--- src/rtl/pc_next_sel.sv ---
// Next-PC selector and program-counter register for the ZAFx32 fetch stage.
// A redirect that arrives during a stall is parked in pend_q and applied on release.
module pc_next_sel #(
  parameter int WIDTH = 32,
  parameter int NSRC = 4,
  parameter int SEL_W = 2,
  parameter int STEP = 4,
  parameter int ALIGN = 2,
  parameter logic [WIDTH-1:0] RESET_PC = '0
) (
  input  logic                        clk,
  input  logic                        rst,
  input  logic                        stall,
  input  logic [SEL_W-1:0]            sel,
  input  logic [(NSRC-1)*WIDTH-1:0]   targets,
  output logic [WIDTH-1:0]            pc,
  output logic [WIDTH-1:0]            pc_plus,
  output logic                        pending,
  output logic                        redirect,
  output logic                        sel_err,
  output logic                        align_err
);

  typedef enum logic {RUN, HOLD} state_t;

  state_t           state_q, state_d;
  logic [WIDTH-1:0] pc_q, pc_d;
  logic [WIDTH-1:0] pend_q, pend_d;
  logic             redirect_q, redirect_d;
  logic             sel_err_q, sel_err_d;
  logic             align_err_q, align_err_d;
  logic [WIDTH-1:0] tgt;
  logic             req;
  logic             misal;

  assign pc_plus = pc_q + WIDTH'(STEP);
  assign req = (sel != '0);
  assign sel_err_d = (int'(sel) >= NSRC);

  // Out-of-range selects fall back to a zero target for legacy compatibility.
  always_comb begin
    tgt = '0;
    if (sel == '0) begin
      tgt = pc_plus;
    end else begin
      for (int k = 1; k < NSRC; k++) begin
        if (sel == SEL_W'(k)) tgt = targets[(k-1)*WIDTH +: WIDTH];
      end
    end
  end

  generate
    if (ALIGN > 0) begin : g_align
      assign misal = req && (tgt[ALIGN-1:0] != '0);
    end else begin : g_noalign
      assign misal = 1'b0;
    end
  endgenerate

  always_ff @(posedge clk) begin
    if (rst) begin
      state_q     <= RUN;
      pc_q        <= RESET_PC;
      pend_q      <= '0;
      redirect_q  <= 1'b0;
      sel_err_q   <= 1'b0;
      align_err_q <= 1'b0;
    end else begin
      state_q     <= state_d;
      pc_q        <= pc_d;
      pend_q      <= pend_d;
      redirect_q  <= redirect_d;
      sel_err_q   <= sel_err_d;
      align_err_q <= align_err_d;
    end
  end

  // On stall release from HOLD the parked target wins; the live request is ignored.
  always_comb begin
    state_d     = state_q;
    pc_d        = pc_q;
    pend_d      = pend_q;
    redirect_d  = 1'b0;
    align_err_d = 1'b0;
    unique case (state_q)
      RUN: begin
        if (misal) begin
          align_err_d = 1'b1;
        end else if (!stall) begin
          pc_d       = tgt;
          redirect_d = req;
        end else if (req) begin
          pend_d  = tgt;
          state_d = HOLD;
        end
      end
      HOLD: begin
        if (!stall) begin
          pc_d       = pend_q;
          redirect_d = 1'b1;
          state_d    = RUN;
        end else if (misal) begin
          align_err_d = 1'b1;
        end else if (req) begin
          pend_d = tgt;
        end
      end
      default: state_d = RUN;
    endcase
  end

  always_comb begin
    pc        = pc_q;
    pending   = (state_q == HOLD);
    redirect  = redirect_q;
    sel_err   = sel_err_q;
    align_err = align_err_q;
  end

endmodule
--- config.mk ---
export PLATFORM = sky130hd
export DESIGN_NAME = pc_next_sel
export DESIGN_NICKNAME = d
export VERILOG_FILES = /design/src/rtl/pc_next_sel.sv
export SDC_FILE = /design/constraint.sdc
export NUM_CORES = 1
export LEC_CHECK = 0
export CORE_MARGIN = 2
export CORE_UTILIZATION = 44
export DETAILED_ROUTE_END_ITERATION = 12
export PLACE_DENSITY = 0.81
export SLEW_MARGIN = 20
export SYNTH_ARGS = -nofsm -noshare
export SYNTH_HDL_FRONTEND = slang
export SYNTH_SLANG_ARGS = --single-unit
export TNS_END_PERCENT = 50
--- constraint.sdc ---
create_clock -name clk -period 2.95 [get_ports clk]
set_input_delay 0.59 -clock clk [delete_from_list [all_inputs] [get_ports clk]]
set_output_delay 0.59 -clock clk [all_outputs]
set_load 0.01 [all_outputs]
==> summary.txt, run 1 <==
Synth
  • Synth async-reset ratio: 0%
  • Count leader, synth: dfxtp_1
  • Synth warn: 0
  • Register area share after synthesis: 31.49%
  • Net count of the mapped netlist: 636
  • Synthesized area: 4259 sq um
  • FF+latch count, synth: 67
  • Top cell type by total area after synthesis: dfxtp_1
  • Top post-synthesis cells by area: dfxtp_1, a21oi_1, nor2_1
  • Distinct cells, synth: 62
  • Number of synthesized flops with an enable pin: 0
  • Top cells by count, synth: dfxtp_1, nor2_1, a21oi_1, nand2_1, o21ai_0
  • Mapped Cells: 534
  • Yosys top cell area share: 31.49%
  • Top FF cell, synth: dfxtp_1
  • Syn avg cell area: 7.976 sq um

CTS
  • # clock sinks: 67
  • Reg clk slew, reported paths: 0.07 ns
  • Clock Path Buffers: 2
  • TritonCTS clock tree: yes
  • Skew-Pair Late Insertion Delay: 0.34 ns
  • CTS Hold Bufs: 0
  • Root buf cell: clkbuf_8
  • TritonCTS Buffers: 9
  • Htree depth: 3

Setup path
  • Reg2reg setup slack: 0.55 ns
  • Worst-path maximum fanout: 6
  • Crit path largest cell delay: 0.55 ns
  • Startpoint Class: flop
  • CP Class: flop to output pin
  • Kind of cell adding the most delay to the critical path: simple AND/OR/NAND/NOR gates
  • Worst Path Arrival: 2.28 ns
  • WP depth: 7
  • Worst Path Required: 2.36 ns
  • CP bufs+invs: 1
  • Worst Reg-to-Reg Cells: 6
  • Crit path launch: pc[2]
  • Crit. End Element: output pin
  • Worst reg2reg path startpoint: pc[1]
  • Slowest-stage cell, CP: clkdlybuf4s50_1
  • CP Cell Sequence: ha_1, and3_2, nand4_4, nor2_4, nand2_1, xnor2_1, clkdlybuf4s50_1

Route
  • Final WL: 14,680 microns
  • Vias: 4,826
  • DRC: 0
  • Drt wl/cell: 17.35 microns
  • DR vias/cell: 5.704
  • Initial DRT Pass Iterations: 6
  • Final antenna-violating net count: 0
  • Drt initial violations: 324

Layout
  • Final net count: 815
  • Antenna diodes: 0
  • Layout cells sized above 1: 15.20%
  • Design area: 6464 sq um
  • Multi-input gate area: 2740 sq um
  • Layout area overhead: 51.76%
  • Register Area: 1343 sq um
  • # fillers: 755

Global routing
  • Vias in the first global route: 4,723
  • First-pass GRT wire length: 22,770 microns
  • Initial antenna violation count: 0
  • Global route total overflow: 0
  • Largest net degree at the start of global routing: 41
  • GRT Resource Usage Total: 27.66%

STA
  • Pins Over Slew Limit: 0
  • Actual slew at the worst max-slew pin: 1.041 ns
  • Worst-case clock skew: 0.009121 ns
  • Final hold vios: 0
  • Final setup violation count: 0
  • Fin crit period: 2.873 ns
  • Fin crit share: 97.39%
  • Worst slew margin: 30.61%
  • Setup repair after global routing missed its margin: true
  • Hold Slack: 0.4579 ns
  • Fmax: 0.3481 GHz

Pwr
  • Total power: 0.002557 W
  • Cell Pwr Density: 395.6 nW/um^2
  • Part of the power in the clock network: 27.6%
  • Switching Fraction: 30.30%
  • Worst vdd ir: 210.9 uV
  • Comb pwr share: 32.4%
  • Cell internal pwr: 0.001782 W
  • Net switching power: 0.0007750 W
  • Register share of total power: 40.1%
  • Cell leakage power: 2.644 nW

Hold path
  • Min-delay src: pend_q[14]
  • Hold Crit Class: flop to flop
  • Hold Path Depth: 2

Floorplan
  • Initial Utilization: 45.66%
  • Height of the die: 102.4 microns
  • Width of the die: 102.4 microns
  • Placeable Area: 9328 sq um
  • Die Area: 10,480 sq um
  • Row count: 35
  • IO Pins: 169

Placed design
  • Routability cong.: 0.8894
  • Port Buffers: 167
  • Dpl cell area: 6196 sq um
  • Hpwl dp: 10,550 microns

Flow run
  • Maxcap violations: 0

Status
  • Run status: finished, final reports clean
metrics by stage:
| stage | setup slack, ns | cells | utilization (%) | setup TNS, ns |
|---|---|---|---|---|
| 4_1_cts | -0.001931 | 846 | 69.04 | -0.001931 |
| 3_3_place_gp | 0.03134 | 827 | 66.43 | 0 |
| 5_1_grt | -0.04250 | 846 | 69.30 | -0.04250 |
| 2_1_floorplan | 0.4947 | 534 | - | 0 |
| 3_5_place_dp | -0.04448 | 827 | 66.43 | -0.08214 |
| 6_report | 0.07698 | 846 | 69.30 | 0 |
timing repair:
item,4_1_cts,5_1_grt
setup endpoints to repair,16,10
pin swaps,1,1
gates resized for setup,19,12
buffers inserted,4,0
power by group through the flow:
stage | sequential, W | clock [W] | combinational, W
after floorplan | 0.00107 | 0 | 0.000365
after global placement | 0.00104 | 0 | 0.000810
after detailed placement | 0.00104 | 0 | 0.000828
after CTS | 0.00102 | 0.000712 | 0.000828
after global routing | 0.00103 | 0.000749 | 0.000890
final | 0.00102 | 0.000705 | 0.000828
layout make-up:
class,instances,share of cell area (%)
Tap cell,129,2.497
Timing Repair Buffer,213,31.05
Sequential cell,67,20.77
Multi-Input combinational cell,413,42.39
Clock buffer,13,2.613
Inverter,9,0.5226
Clock inverter,2,0.1549
placed cells by master (no fill, tap or decap), types with 8 or more instances in the layout:
cell type	instances
xnor2_1	17
buf_4	46
xor2_1	9
clkbuf_8	12
clkdlybuf4s50_1	150
nor3_1	8
a21oi_1	59
a211oi_1	19
nand2_1	57
mux2_2	9
nand3_1	12
dfxtp_1	66
o21ai_0	32
inv_1	8
mux2i_1	23
mux4_2	8
nor2_1	60
worst reg2reg max path, delay by kind of cell, from the launching register on:
kind	cells	cell delay [ns]
multiplexers	1	0.28
AO/OA/AOI/OAI	3	1.16
flip-flops	1	0.40
AND/OR/NAND/NOR	1	0.08
buffers and inverters	1	0.38
flip-flops by register name, indices dropped and copies added, names as in the netlist:
register   cells
redirect       1
pend_q        32
pc            32
pending        1
align_err      1
kinds of logic after synthesis:
family | count (synthesis) | share of synthesized area, %
simple gates | 190 | 22.12
compound gates | 154 | 22.83
flops | 67 | 31.49
buf+inv | 54 | 5.611
mux | 40 | 12.02
xor+xnor | 27 | 5.552
fa+ha+maj | 1 | 0.2937
other cells | 1 | 0.08805
per-layer routing:
metal,global-route usage [%],up-vias,part of all wire [%]
met5,0,-,0
met4,8.718,0,1.7
met3,6.224,27,8.3
met2,50.71,252,51
met1,31.89,2267,39
li1,-,2280,-
final timing paths:
check / to
hold reg to reg: pend_q[14]
setup reg to reg: pc[15]
setup / recovery: pc_plus[24]
hold / removal: pend_q[14]
Note: power is estimated with default switching activity, not from simulation.
==> run 2, diff against run 1 <==
ABC_AREA = 1   (was not set)
CORE_UTILIZATION = 45   (was 44)
==> summary.txt, run 2 <==
Status
  • Run status: finished, final reports clean

Global routing
  • Global route total overflow: 0 (unchanged)
  • Vias in the first global route: 5,017 (+6.2%)
  • Largest net degree at the start of global routing: 43 (+4.9%)
  • First-pass GRT wire length: 25,010 microns (+9.8%)
  • GRT Resource Usage Total: 28.29% (+0.63 points)
  • Initial antenna violation count: 0 (unchanged)

Route
  • Final WL: 15,500 microns (+5.6%)
  • Vias: 5,528 (+15%)
  • DR vias/cell: 5.205 (-8.8%)
  • Final antenna-violating net count: 0 (unchanged)
  • DRC: 0 (unchanged)
  • Drt wl/cell: 14.60 microns (-16%)
  • Drt initial violations: 390 (+20%)
  • Initial DRT Pass Iterations: 5 (-1)

Setup path
  • Crit path to: pc_plus[30]
  • Startpoint Class: flop
  • Worst Reg-to-Reg Cells: 10 (+4)
  • Reg2reg setup slack: 1.02 ns (+0.47 ns)
  • WP depth: 8 (+1)
  • Kind of cell adding the most delay to the critical path: simple AND/OR/NAND/NOR gates
  • CP Class: flop to output pin
  • CP Cell Sequence: ha_1, nand3_1, inv_1, nand2_2, nor2_4, nand3_1, nand2_1, clkdlybuf4s50_1
  • Worst-path maximum fanout: 6 (unchanged)
  • Crit path largest cell delay: 0.54 ns (about the same)
  • Crit. End Element: output pin
  • Slowest-stage cell, CP: clkdlybuf4s50_1
  • Crit path launch: pc[2]
  • Most frequent CP cell: nand3_1
  • Worst reg2reg path startpoint: pc[2]
  • Worst Path Required: 2.36 ns (about the same)
  • Worst Path Arrival: 2.27 ns (about the same)
  • CP bufs+invs: 2 (+1)
  • Reg2reg end: pc[16]

Synth
  • Synth warn: 0 (unchanged)
  • Post-Synth XOR/XNOR Area: 1.933% (-3.6 points)
  • Distinct cells, synth: 38 (-39%)
  • Adder-cell area share of the yosys netlist: 0.2761% (-0.018 points)
  • Top FF cell, synth: dfxtp_1
  • Synth Area in Compound Gates: 17.39% (-5.4 points)
  • Post-synthesis mux area share: 0.2209% (-12 points)
  • Simple-Gate Fraction of Synth Area: 39.90% (+18 points)
  • FF+latch count, synth: 67 (unchanged)
  • Mapped Cells: 770 (+44%)
  • Syn avg cell area: 5.886 sq um (-26%)
  • Net count of the mapped netlist: 872 (+37%)
  • Yosys top cell area share: 29.60% (-1.9 points)
  • Top cells by count, synth: nand2_1, nor2_1, dfxtp_1, inv_1, o21ai_0
  • Number of synthesized flops with an enable pin: 0 (unchanged)
  • Register area share after synthesis: 29.60% (-1.9 points)
  • Top cell type by total area after synthesis: dfxtp_1
  • Synth async-reset ratio: 0% (unchanged)
  • Top post-synthesis cells by area: dfxtp_1, nand2_1, nor2_1
  • Largest family of logic cells by synthesized area: simple AND/OR/NAND/NOR gates
  • Synthesized area: 4532 sq um (+6.4%)
  • Count leader, synth: nand2_1

Placed design
  • Port Buffers: 167 (unchanged)
  • DP Cell Count: 1,045 (+26%)
  • Hpwl dp: 11,710 microns (+11%)
  • Dpl cell area: 6311 sq um (+1.9%)
  • Routability cong.: 1.013 (+14%)

Layout
  • Final net count: 1,026 (+26%)
  • Antenna diodes: 0 (unchanged)
  • Core Util, Final: 67.19% (-2.1 points)
  • Layout cells sized above 1: 7.212% (-8.0 points)
  • Most frequent cells in the layout: nand2_1, clkdlybuf4s50_1, nor2_1, inv_1, dfxtp_1
  • Final Instance Count excl. Fillers: 1,062 (+26%)
  • Design area: 6568 sq um (+1.6%)
  • Multi-input gate area: 2745 sq um (+0.18%)
  • Most common cell after layout, fill and taps aside: nand2_1
  • Register Area: 1351 sq um (+0.65%)
  • # fillers: 882 (+17%)
  • Layout area overhead: 44.92%

STA
  • Actual slew at the worst max-slew pin: 0.5417 ns (-0.4992 ns)
  • Fin crit period: 2.860 ns (-0.01271 ns)
  • Worst-case clock skew: 0.008092 ns (-0.001029 ns)
  • Setup repair after global routing missed its margin: true
  • Fmax: 0.3496 GHz (+0.44%)
  • Final hold vios: 0 (unchanged)
  • Hold Slack: 0.4473 ns (-0.01060 ns)
  • Final setup violation count: 0 (unchanged)
  • Pins Over Slew Limit: 0 (unchanged)
  • Worst slew margin: 63.85% (+33 points)
  • Fin crit share: 96.96% (-0.43 points)
  • Setup_tns: 0 ns (unchanged)

Pwr
  • Cell leakage power: 2.806 nW (+6.1%)
  • Worst vdd ir: 208.7 uV (-1.0%)
  • Cell Pwr Density: 408.4 nW/um^2 (+3.2%)

CTS
  • TritonCTS Buffers: 9 (unchanged)
  • Skew-Pair Late Insertion Delay: 0.35 ns (about the same)
  • Clock Path Buffers: 2 (unchanged)
  • Htree depth: 3 (unchanged)
  • # clock sinks: 67 (unchanged)
  • Root buf cell: clkbuf_8
  • TritonCTS clock tree: yes
  • Reg clk slew, reported paths: 0.08 ns (about the same)
  • CTS Hold Bufs: 0 (unchanged)

Floorplan
  • Die Area: 10,890 sq um (+3.9%)
  • Row count: 36 (+2.9%)
  • Width of the die: 104.4 microns (+1.9%)
  • IO Pins: 169 (unchanged)
  • Placeable Area: 9774 sq um (+4.8%)
  • Initial Utilization: 46.36% (+0.70 points)
  • Height of the die: 104.4 microns (+1.9%)

Flow run
  • Maxcap violations: 0 (unchanged)

Hold path
  • Hold Crit Class: flop to flop
==> run 2: cell types whose count changed in the layout (fill, tap and decap cells not counted), moves of 8 or more <==
cell / change
nand2_1: +173
mux4_2: -8
o21ai_0: +17
nor2_1: +69
xnor2_1: -11
mux2i_1: -22
a211oi_1: -16
mux2_2: -9
nand3_1: +34
buf_4: -34
a21oi_1: -22
o21ai_1: +33
clkdlybuf4s50_1: +16
inv_1: +54
==> run 2: per-stage QoR <==
stage / total power, W / setup WS [ns]
global route: 0.002809 / -0.01433
finish: 0.002682 / 0.08969
global placement: 0.001895 / 0.2607
detailed placement: 0.001904 / 0.2662
floorplan: 0.001464 / 0.9867
CTS: 0.002674 / 0.03223
==> run 2: layout make-up <==
cell class	count	area share [%]
clock buffers	10	2.096
inverters	69	3.944
well taps	133	2.534
repair buffers	183	28.08
multi-input cells	594	41.80
clock inverters	6	0.9716
flip-flops and latches	67	20.58
==> run 2: worst min-delay path: cells and delay by family, from the launching register on <==
family / cells / cell delay [ns]
AOI/OAI and AO/OA: 1 / 0.05
buffers and inverters: 1 / 0.05
DFF: 1 / 0.30
==> run 2: worst min path at each step <==
stage	start	end	slack, ns	cells past startpoint
finish	pend_q[7]	pend_q[7]	0.45	2
global route	pend_q[0]	pend_q[0]	0.48	2
CTS	pend_q[7]	pend_q[7]	0.45	2
detailed placement	pend_q[7]	pend_q[7]	0.44	2
global placement	pend_q[7]	pend_q[7]	0.44	2
floorplan	pend_q[20]	pend_q[20]	0.42	2
==> run 2: power by group <==
| group | total [W] | switching, W | internal (W) |
|---|---|---|---|
| Clock | 0.000785 | 0.000372 | 0.000413 |
| Combinational | 0.000833 | 0.000412 | 0.000421 |
| Sequential | 0.00106 | 0.0000870 | 0.000977 |
| Total | 0.00268 | 0.000871 | 0.00181 |
==> run 2: logic make-up after synthesis <==
kind of cell	Yosys count
AO/OA/AOI/OAI	142
adder cells (fa/ha/maj)	1
other	1
multiplexers	1
XOR/XNOR	10
flip-flops	67
buffers and inverters	109
AND/OR/NAND/NOR	439
==> run 2: timing repair <==
item                                   in CTS  in global routing
gates resized for setup                     5                 11
setup endpoints to repair                  15                 18
buffers inserted                            0                  1
endpoints found under the hold margin       0                  0
pin swaps                                   1                  2
==> run 2: layer usage <==
metal	global-route usage [%]	vias up	part of all wire (%)
met2	44.77	280	44
met5	0	-	0
met1	38.89	2453	44
li1	-	2776	-
met4	8.591	0	2.0
met3	5.388	19	9.9
